===== src/rtl/cpu_pkg.sv =====
// rtl/cpu_pkg.sv - shared CPU constants and instruction-memory FSM encoding
package cpu_pkg;

    localparam int DATA_W_DEF = 32;
    localparam int ADDR_W_DEF = 6;

    localparam logic [31:0] NOP = 32'h0000_0000;

    typedef enum logic {
        ST_CLEAR = 1'b0,
        ST_RUN   = 1'b1
    } imem_state_e;

endpackage


===== src/rtl/inst_mem_ram.sv =====
// rtl/inst_mem_ram.sv - single-clock simple dual-port array, registered read-first output
module inst_mem_ram #(
    parameter int              W       = 32,
    parameter int              ADDR_W  = 6,
    parameter int              DEPTH   = 64,
    parameter logic [W-1:0]    CLR_VAL = '0
) (
    input  logic              clk,
    input  logic              rst_n,
    input  logic              we,
    input  logic [ADDR_W-1:0] waddr,
    input  logic [W-1:0]      wdata,
    input  logic              re,
    input  logic              rclr,
    input  logic [ADDR_W-1:0] raddr,
    output logic [W-1:0]      rdata
);

    logic [W-1:0] mem [DEPTH];

    always_ff @(posedge clk) begin
        if (we) begin
            mem[waddr] <= wdata;
        end
    end

    // Output register doubles as the fetch register: rclr loads the NOP, re loads
    // the array (old contents on a same-address write), otherwise it holds.
    always_ff @(posedge clk or negedge rst_n) begin
        if (!rst_n) begin
            rdata <= CLR_VAL;
        end else if (rclr) begin
            rdata <= CLR_VAL;
        end else if (re) begin
            rdata <= mem[raddr];
        end
    end

endmodule


===== src/rtl/inst_mem_sync.sv =====
// rtl/inst_mem_sync.sv - writable synchronous instruction memory; optional INST_MEM_PARITY_EN
module inst_mem_sync
    import cpu_pkg::*;
#(
    parameter int                 DATA_W   = DATA_W_DEF,
    parameter int                 ADDR_W   = ADDR_W_DEF,
    parameter int                 DEPTH    = 64,
    parameter logic [DATA_W-1:0]  NOP_WORD = DATA_W'(NOP)
) (
    input  logic              clk,
    input  logic              rst_n,
    input  logic              fetch_req,
    input  logic [ADDR_W-1:0] fetch_addr,
    input  logic              stall,
    input  logic              flush,
    output logic [DATA_W-1:0] inst,
    output logic              inst_valid,
    output logic              addr_err,
    output logic              ready,
`ifdef INST_MEM_PARITY_EN
    output logic              par_err,
`endif
    input  logic              prog_we,
    input  logic [ADDR_W-1:0] prog_addr,
    input  logic [DATA_W-1:0] prog_data
);

`ifdef INST_MEM_PARITY_EN
    localparam int MEM_W = DATA_W + 1;
    // Even parity: the stored parity bit makes the XOR of the whole word zero.
    localparam logic [MEM_W-1:0] NOP_MEM = {^NOP_WORD, NOP_WORD};
`else
    localparam int MEM_W = DATA_W;
    localparam logic [MEM_W-1:0] NOP_MEM = NOP_WORD;
`endif

    localparam logic [ADDR_W:0]   DEPTH_L  = (ADDR_W+1)'(DEPTH);
    localparam logic [ADDR_W-1:0] CLR_LAST = ADDR_W'(DEPTH - 1);

    imem_state_e       state, state_n;
    logic [ADDR_W-1:0] clr_cnt;
    logic              valid_n, err_n;

    logic              ram_we, ram_re, ram_rclr;
    logic [ADDR_W-1:0] ram_waddr;
    logic [MEM_W-1:0]  ram_wdata, ram_rdata, prog_word;

    logic fetch_in_range, prog_in_range;

    assign fetch_in_range = {1'b0, fetch_addr} < DEPTH_L;
    assign prog_in_range  = {1'b0, prog_addr}  < DEPTH_L;

`ifdef INST_MEM_PARITY_EN
    assign prog_word = {^prog_data, prog_data};
`else
    assign prog_word = prog_data;
`endif

    always_ff @(posedge clk or negedge rst_n) begin
        if (!rst_n) begin
            state      <= ST_CLEAR;
            clr_cnt    <= '0;
            inst_valid <= 1'b0;
            addr_err   <= 1'b0;
        end else begin
            state      <= state_n;
            inst_valid <= valid_n;
            addr_err   <= err_n;
            if (state == ST_CLEAR) begin
                clr_cnt <= clr_cnt + 1'b1;
            end
        end
    end

    always_comb begin
        state_n   = state;
        valid_n   = inst_valid;
        err_n     = addr_err;
        ram_we    = 1'b0;
        ram_waddr = prog_addr;
        ram_wdata = prog_word;
        ram_re    = 1'b0;
        ram_rclr  = 1'b0;
        case (state)
            ST_CLEAR: begin
                ram_we    = 1'b1;
                ram_waddr = clr_cnt;
                ram_wdata = NOP_MEM;
                if (clr_cnt == CLR_LAST) begin
                    state_n = ST_RUN;
                end
            end
            ST_RUN: begin
                ram_we = prog_we && prog_in_range;
                if (flush) begin
                    ram_rclr = 1'b1;
                    valid_n  = 1'b0;
                    err_n    = 1'b0;
                end else if (stall) begin
                    valid_n = inst_valid;
                end else if (fetch_req && fetch_in_range) begin
                    ram_re  = 1'b1;
                    valid_n = 1'b1;
                    err_n   = 1'b0;
                end else if (fetch_req) begin
                    ram_rclr = 1'b1;
                    valid_n  = 1'b1;
                    err_n    = 1'b1;
                end else begin
                    valid_n = 1'b0;
                end
            end
            default: state_n = ST_CLEAR;
        endcase
    end

    inst_mem_ram #(
        .W       (MEM_W),
        .ADDR_W  (ADDR_W),
        .DEPTH   (DEPTH),
        .CLR_VAL (NOP_MEM)
    ) u_ram (
        .clk   (clk),
        .rst_n (rst_n),
        .we    (ram_we),
        .waddr (ram_waddr),
        .wdata (ram_wdata),
        .re    (ram_re),
        .rclr  (ram_rclr),
        .raddr (fetch_addr),
        .rdata (ram_rdata)
    );

    assign inst  = ram_rdata[DATA_W-1:0];
    assign ready = (state == ST_RUN);

`ifdef INST_MEM_PARITY_EN
    // Checked on the registered word, so it changes exactly when inst does.
    assign par_err = ^ram_rdata;
`endif

endmodule


===== config.mk =====
export PLATFORM = sky130hd
export DESIGN_NAME = inst_mem_sync
export DESIGN_NICKNAME = d
export VERILOG_FILES = /design/src/rtl/cpu_pkg.sv /design/src/rtl/inst_mem_ram.sv /design/src/rtl/inst_mem_sync.sv
export SDC_FILE = /design/constraint.sdc
export NUM_CORES = 2
export LEC_CHECK = 0
export ABC_AREA = 1
export CORE_ASPECT_RATIO = 0.7
export CORE_MARGIN = 2
export CORE_UTILIZATION = 45
export DETAILED_ROUTE_END_ITERATION = 7
export GPL_TIMING_DRIVEN = 1
export MAX_ROUTING_LAYER = met4
export SYNTH_ARGS = -nofsm -noshare
export SYNTH_HDL_FRONTEND = slang
export SYNTH_HIERARCHICAL = 1
export SYNTH_SLANG_ARGS = --single-unit

===== constraint.sdc =====
create_clock -name clk -period 13.8 [get_ports clk]
set_input_delay 1.38 -clock clk [delete_from_list [all_inputs] [get_ports clk]]
set_output_delay 1.38 -clock clk [all_outputs]
set_load 0.01 [all_outputs]

After elaboration in Yosys (flattened, before gate mapping)

Memory sizes are Yosys's and may differ from the RTL's.
Cells that the tools add are included.

Register bits after elaboration: 41
Memory bits (writable): 2048
Input port bits: 50
Output and inout port bits: 35
Logic and storage cells: 34
Memories: 1

Memories:

| name      | depth | width | rd ports | clocked after Yosys merged registers in | write ports | RTL line           | source |
|---|---|---|---|---|---|---|---|
| u_ram.mem | 64    | 32    | 1        | 0                                       | 1           | inst_mem_ram.sv:19 | `logic [W-1:0] mem [DEPTH];` |

$add $sub $neg: 1
Equal/unequal tests: 2
Mux-type cells: 20
Bitwise logic cells: 1
Reduce and logical (&&, ||, !) cells: 4

Operators by type and width:

| operator            | number |
|---|---|
| $mux 32             | 3 |
| $mux 1              | 15 |
| $add 6x1->6 const B | 1 |
| $eq 6x6->1 const B  | 1 |
| $mux 6              | 1 |
| $reduce_bool 2->1   | 2 |
| $reduce_and 3->1    | 1 |
| $ne 2x1->1 const B  | 1 |
| $pmux 1 s2          | 1 |
| $reduce_and 2->1    | 1 |
| $not 1->1           | 1 |

Longest topological paths before layout

Depth in word-level cells: 6
Mapped depth: 15
Depth with buffers taken out: 11

Modules after synthesis

Netlist, hierarchy kept.

By module, submodules not included:

| module        | times used | cells each | area each (µm²) |
|---|---|---|---|
| inst_mem_ram  | 1          | 7094       | 83847.9 |
| inst_mem_sync | 1          | 137        | 760.7 |

Least setup slack after synthesis

No wires, ideal clock.

Path type: input to register
From: input port prog_we
To: memory u_ram.mem[48][0] (enable)
Library setup time: 0.503 ns
Arrival time: 5.102 ns
Setup slack: 8.195 ns
Stages: 4
Cells stage by stage: or2_2 > clkbuf_1 > nand4_1 > nor4_1

Cells in the longest elaborated chain, start to end: 3

Ends and longest elaborated chain:

| element                      | RTL line            | source |
|---|---|---|
| from (decl)                  | inst_mem_sync.sv:23 | `input logic prog_we,` |
| $pmux 1 s2                   | inst_mem_sync.sv:84 | `case (state)` |
| $mux 1                       | inst_mem_ram.sv:22  | `if (we) begin` |
| $mux 1 (not written as such) | inst_mem_ram.sv:23  | `mem[waddr] <= wdata;` |
| to (decl)                    | inst_mem_ram.sv:19  |  |

No other way between the ends.

Worst setup path after layout

From: input port fetch_addr[0]
To: register u_ram.rdata[25]

Cells in the longest elaborated chain, start to end: 3

Ends and longest elaborated chain:

| element              | RTL line            | source |
|---|---|---|
| from (decl)          | inst_mem_sync.sv:13 | `input logic [ADDR_W-1:0] fetch_addr,` |
| $mem_v2 64x32        | -                   |  |
| $mux 32              | inst_mem_ram.sv:34  | `end else if (re) begin` |
| $mux 32              | inst_mem_ram.sv:32  | `end else if (rclr) begin` |
| to (signal assigned) | inst_mem_ram.sv:35  | `rdata <= mem[raddr];` |
| to (decl)            | inst_mem_ram.sv:16  | `output logic [W-1:0] rdata` |

No other way between the ends. The select of a mux whose other input is x is not followed.
A chain may end at the register's enable or synchronous reset.

==> results.json <==
{
  "status": "completed",
  "first_pass_iters": 6,
  "switching_power_mw": 2.93,
  "min_period_ns": 5.66,
  "fmaxAchievable_mhz": 177,
  "grt_usage_pct": 27.9,
  "required_ns": 14.58,
  "cts_buffers": 194,
  "syn_nets": 7282,
  "wl_per_cell_um": 26.6,
  "peakVddDrop_mv": 0.119,
  "yosysSeqAreaShare_pct": 73.9,
  "grt_max_degree": 165,
  "htreeDepth": 4,
  "pwr-share-clk_pct": 41.2,
  "leakage_nw": 32.9,
  "numClockSinks": 2088,
  "clockBufferDepth": 3,
  "ys_top_cells_by_area": "edfxtp_1 (73%), nand2_1 (13%), nand3_1 (10%)",
  "yosys.area.top_type_share_pct": 72.7,
  "drc": 0,
  "viasPerCell": 5.79,
  "tightest_slew_ns": 1.17,
  "min-delay-path-class": "flip-flop to flip-flop",
  "critPathMaxFanout": 108,
  "final_cell_mix": "nand2_1 (2841), edfxtp_1 (2048), nand3_1 (1690)",
  "setup_viol": 0,
  "p_seq_share_pct": 53.0,
  "slew_headroom_pct": 21.8,
  "dieArea_mm2": 0.192,
  "synth_edf_count": 2048,
  "cts_resized": 0,
  "yosysTopAreaCell": "edfxtp_1",
  "holdBufCountCts": 0,
  "ys_ff_latch": 2088,
  "syn_inst": 7231,
  "drive_gt1_share_pct": 7.40,
  "drv_slew": 0,
  "tns_ns": 0,
  "hold_viol_final": 0,
  "final_common_cell": "nand2_1",
  "nNetsFinal": 7258,
  "grt_pass1_wl_um": 378000,
  "clk_latency_ns": 0.84,
  "startpoint_type": "primary input",
  "io_buffers": 83,
  "whs_ns": 0.488,
  "vias": 57100,
  "intPower_mw": 10.0,
  "dpl.hpwl_um": 135000,
  "die_y_um": 367,
  "maxCapViolations": 0,
  "post-cts-setup-buffer-count": 0,
  "cts_root_buf": "clkbuf_16",
  "routed_wl_um": 262000,
  "async_flop_share_pct": 1.92,
  "grt-ovfl-total": 0,
  "final_core_util_pct": 50.3,
  "coreArea_mm2": 0.187,
  "arrival_ns": 6.44,
  "ant_nets": 0,
  "finalCritPeriodShare_pct": 41.0,
  "die_x_um": 522,
  "ys_warn_count": 6,
  "dpl.cell_count": 9508,
  "first_iter_violations": 8814,
  "comb_power_share_pct": 5.8,
  "gp_congestion": 0.846,
  "syn_area_mm2": 0.0846,
  "rsz0062_at_grt": "false",
  "cts_tree": "done",
  "clk_pin_slew_ns": 0.06,
  "worstSetupEndpointType": "flip-flop",
  "area_growth_syn_to_layout_pct": 11.4,
  "final_cells": 9869,
  "num_rows": 133,
  "path_class": "primary input to flip-flop",
  "finalClockSkew_ns": 0.0422,
  "switching_share_pct": 22.6,
  "yosys_most_used_dff": "edfxtp_1",
  "syn_area_per_cell_um2": 11.7,
  "antenna_found_initial": 10,
  "start_util_pct": 45.2,
  "grt_pass1_vias": 52800,
  "ios": 85,
  "yosysUniqueCellTypes": 23,
  "power.density_mw_per_mm2": 137
}
## power groups by stage
stage / Combinational, mW / Clock (mW) / Sequential [mW]
after global placement: 0.728 / 0 / 7.00
after detailed placement: 0.730 / 0 / 7.00
after CTS: 0.733 / 5.39 / 6.86
after global routing: 0.814 / 5.63 / 6.86
final: 0.747 / 5.34 / 6.86
after floorplan: 0.467 / 0 / 7.00
## worst max-delay path: stages
cell and delay, ns:
buf_8 0.53, buf_4 0.77, buf_4 0.75, buf_4 0.72, buf_4 0.78, nand2_1 0.12, nand3_1 0.12, nand3_1 0.09
nand2_1 0.11, nand2_1 0.06, nand2_1 0.17, nand2_1 0.15, nand3_1 0.12, nand3_1 0.09, nand2_1 0.09
## area by class of cell
type,count,area [um^2]
multi-input cells,4625,20000
diodes,7,17.5
inverters,57,255
flip-flops and latches,2088,62500
clock inverters,99,898
clock buffers,255,5310
well taps,2497,3120
fillers,16200,93100
repair buffers,241,2110
## layer usage
| layer | part of all wire, % | GRT usage, % | vias to the layer above |
|---|---|---|---|
| met5 | 0 | - | - |
| met4 | 2.6 | 7.45 | 0 |
| met3 | 13 | 5.87 | 389 |
| met2 | 42 | 37.6 | 3435 |
| met1 | 43 | 42.4 | 28100 |
| li1 | - | - | 25200 |
## synthesized netlist by cell type (3+ instances only)
master	instances
buf_1	42
buf_2	285
buf_4	45
buf_6	11
clkbuf_1	78
dfrtp_1	40
edfxtp_1	2048
inv_1	53
inv_2	3
nand2_1	2841
nand3_1	1690
nand4_1	9
nor2_1	61
nor4_1	8
o21ai_0	9
## metrics by stage
| step | total power [mW] | instance area (um^2) | setup slack, ns |
|---|---|---|---|
| 5_1_grt | 13.3 | 94200 | 7.85 |
| 6_report | 12.9 | 94300 | 8.14 |
| 4_1_cts | 13.0 | 94200 | 8.34 |
| 3_5_place_dp | 7.73 | 88000 | 7.46 |
| 2_1_floorplan | 7.46 | 84600 | 8.20 |
| 3_3_place_gp | 7.73 | 88000 | 7.46 |
## final timing paths
check                                            startpoint                           to  slack, ns  cells past startpoint
worst max register to register              ready$_DFF_PN0_   u_ram/mem[56][5]$_DFFE_PP_       9.06                      7
worst max-delay path                          fetch_addr[0]  u_ram/rdata[25]$_DFFE_PN0P_       8.14                     15
min in group asynchronous                             rst_n  u_ram/rdata[29]$_DFFE_PN0P_       0.66                      2
max in group asynchronous                             rst_n  u_ram/rdata[15]$_DFFE_PN0P_      12.44                      2
worst min-delay path            u_ram/rdata[24]$_DFFE_PN0P_  u_ram/rdata[24]$_DFFE_PN0P_       0.49                      2
worst min register to register  u_ram/rdata[24]$_DFFE_PN0P_  u_ram/rdata[24]$_DFFE_PN0P_       0.49                      2
## state kept, by name, indices dropped and copies added (netlist names)
signal and flops:
u_ram/rdata 32, clr_cnt 6, inst_valid 1, u_ram/mem 2048
ready 1
## logic make-up after synthesis
family | share of synthesized area [%]
flip-flops | 73.9
buffers and inverters | 3.02
adder cells (fa/ha/maj) | 0.0148
AND/OR/NAND/NOR | 23.0
AO/OA/AOI/OAI | 0.0591
other | 0.00443
XOR/XNOR | 0.0207
Power figures use the tool's default switching activity.
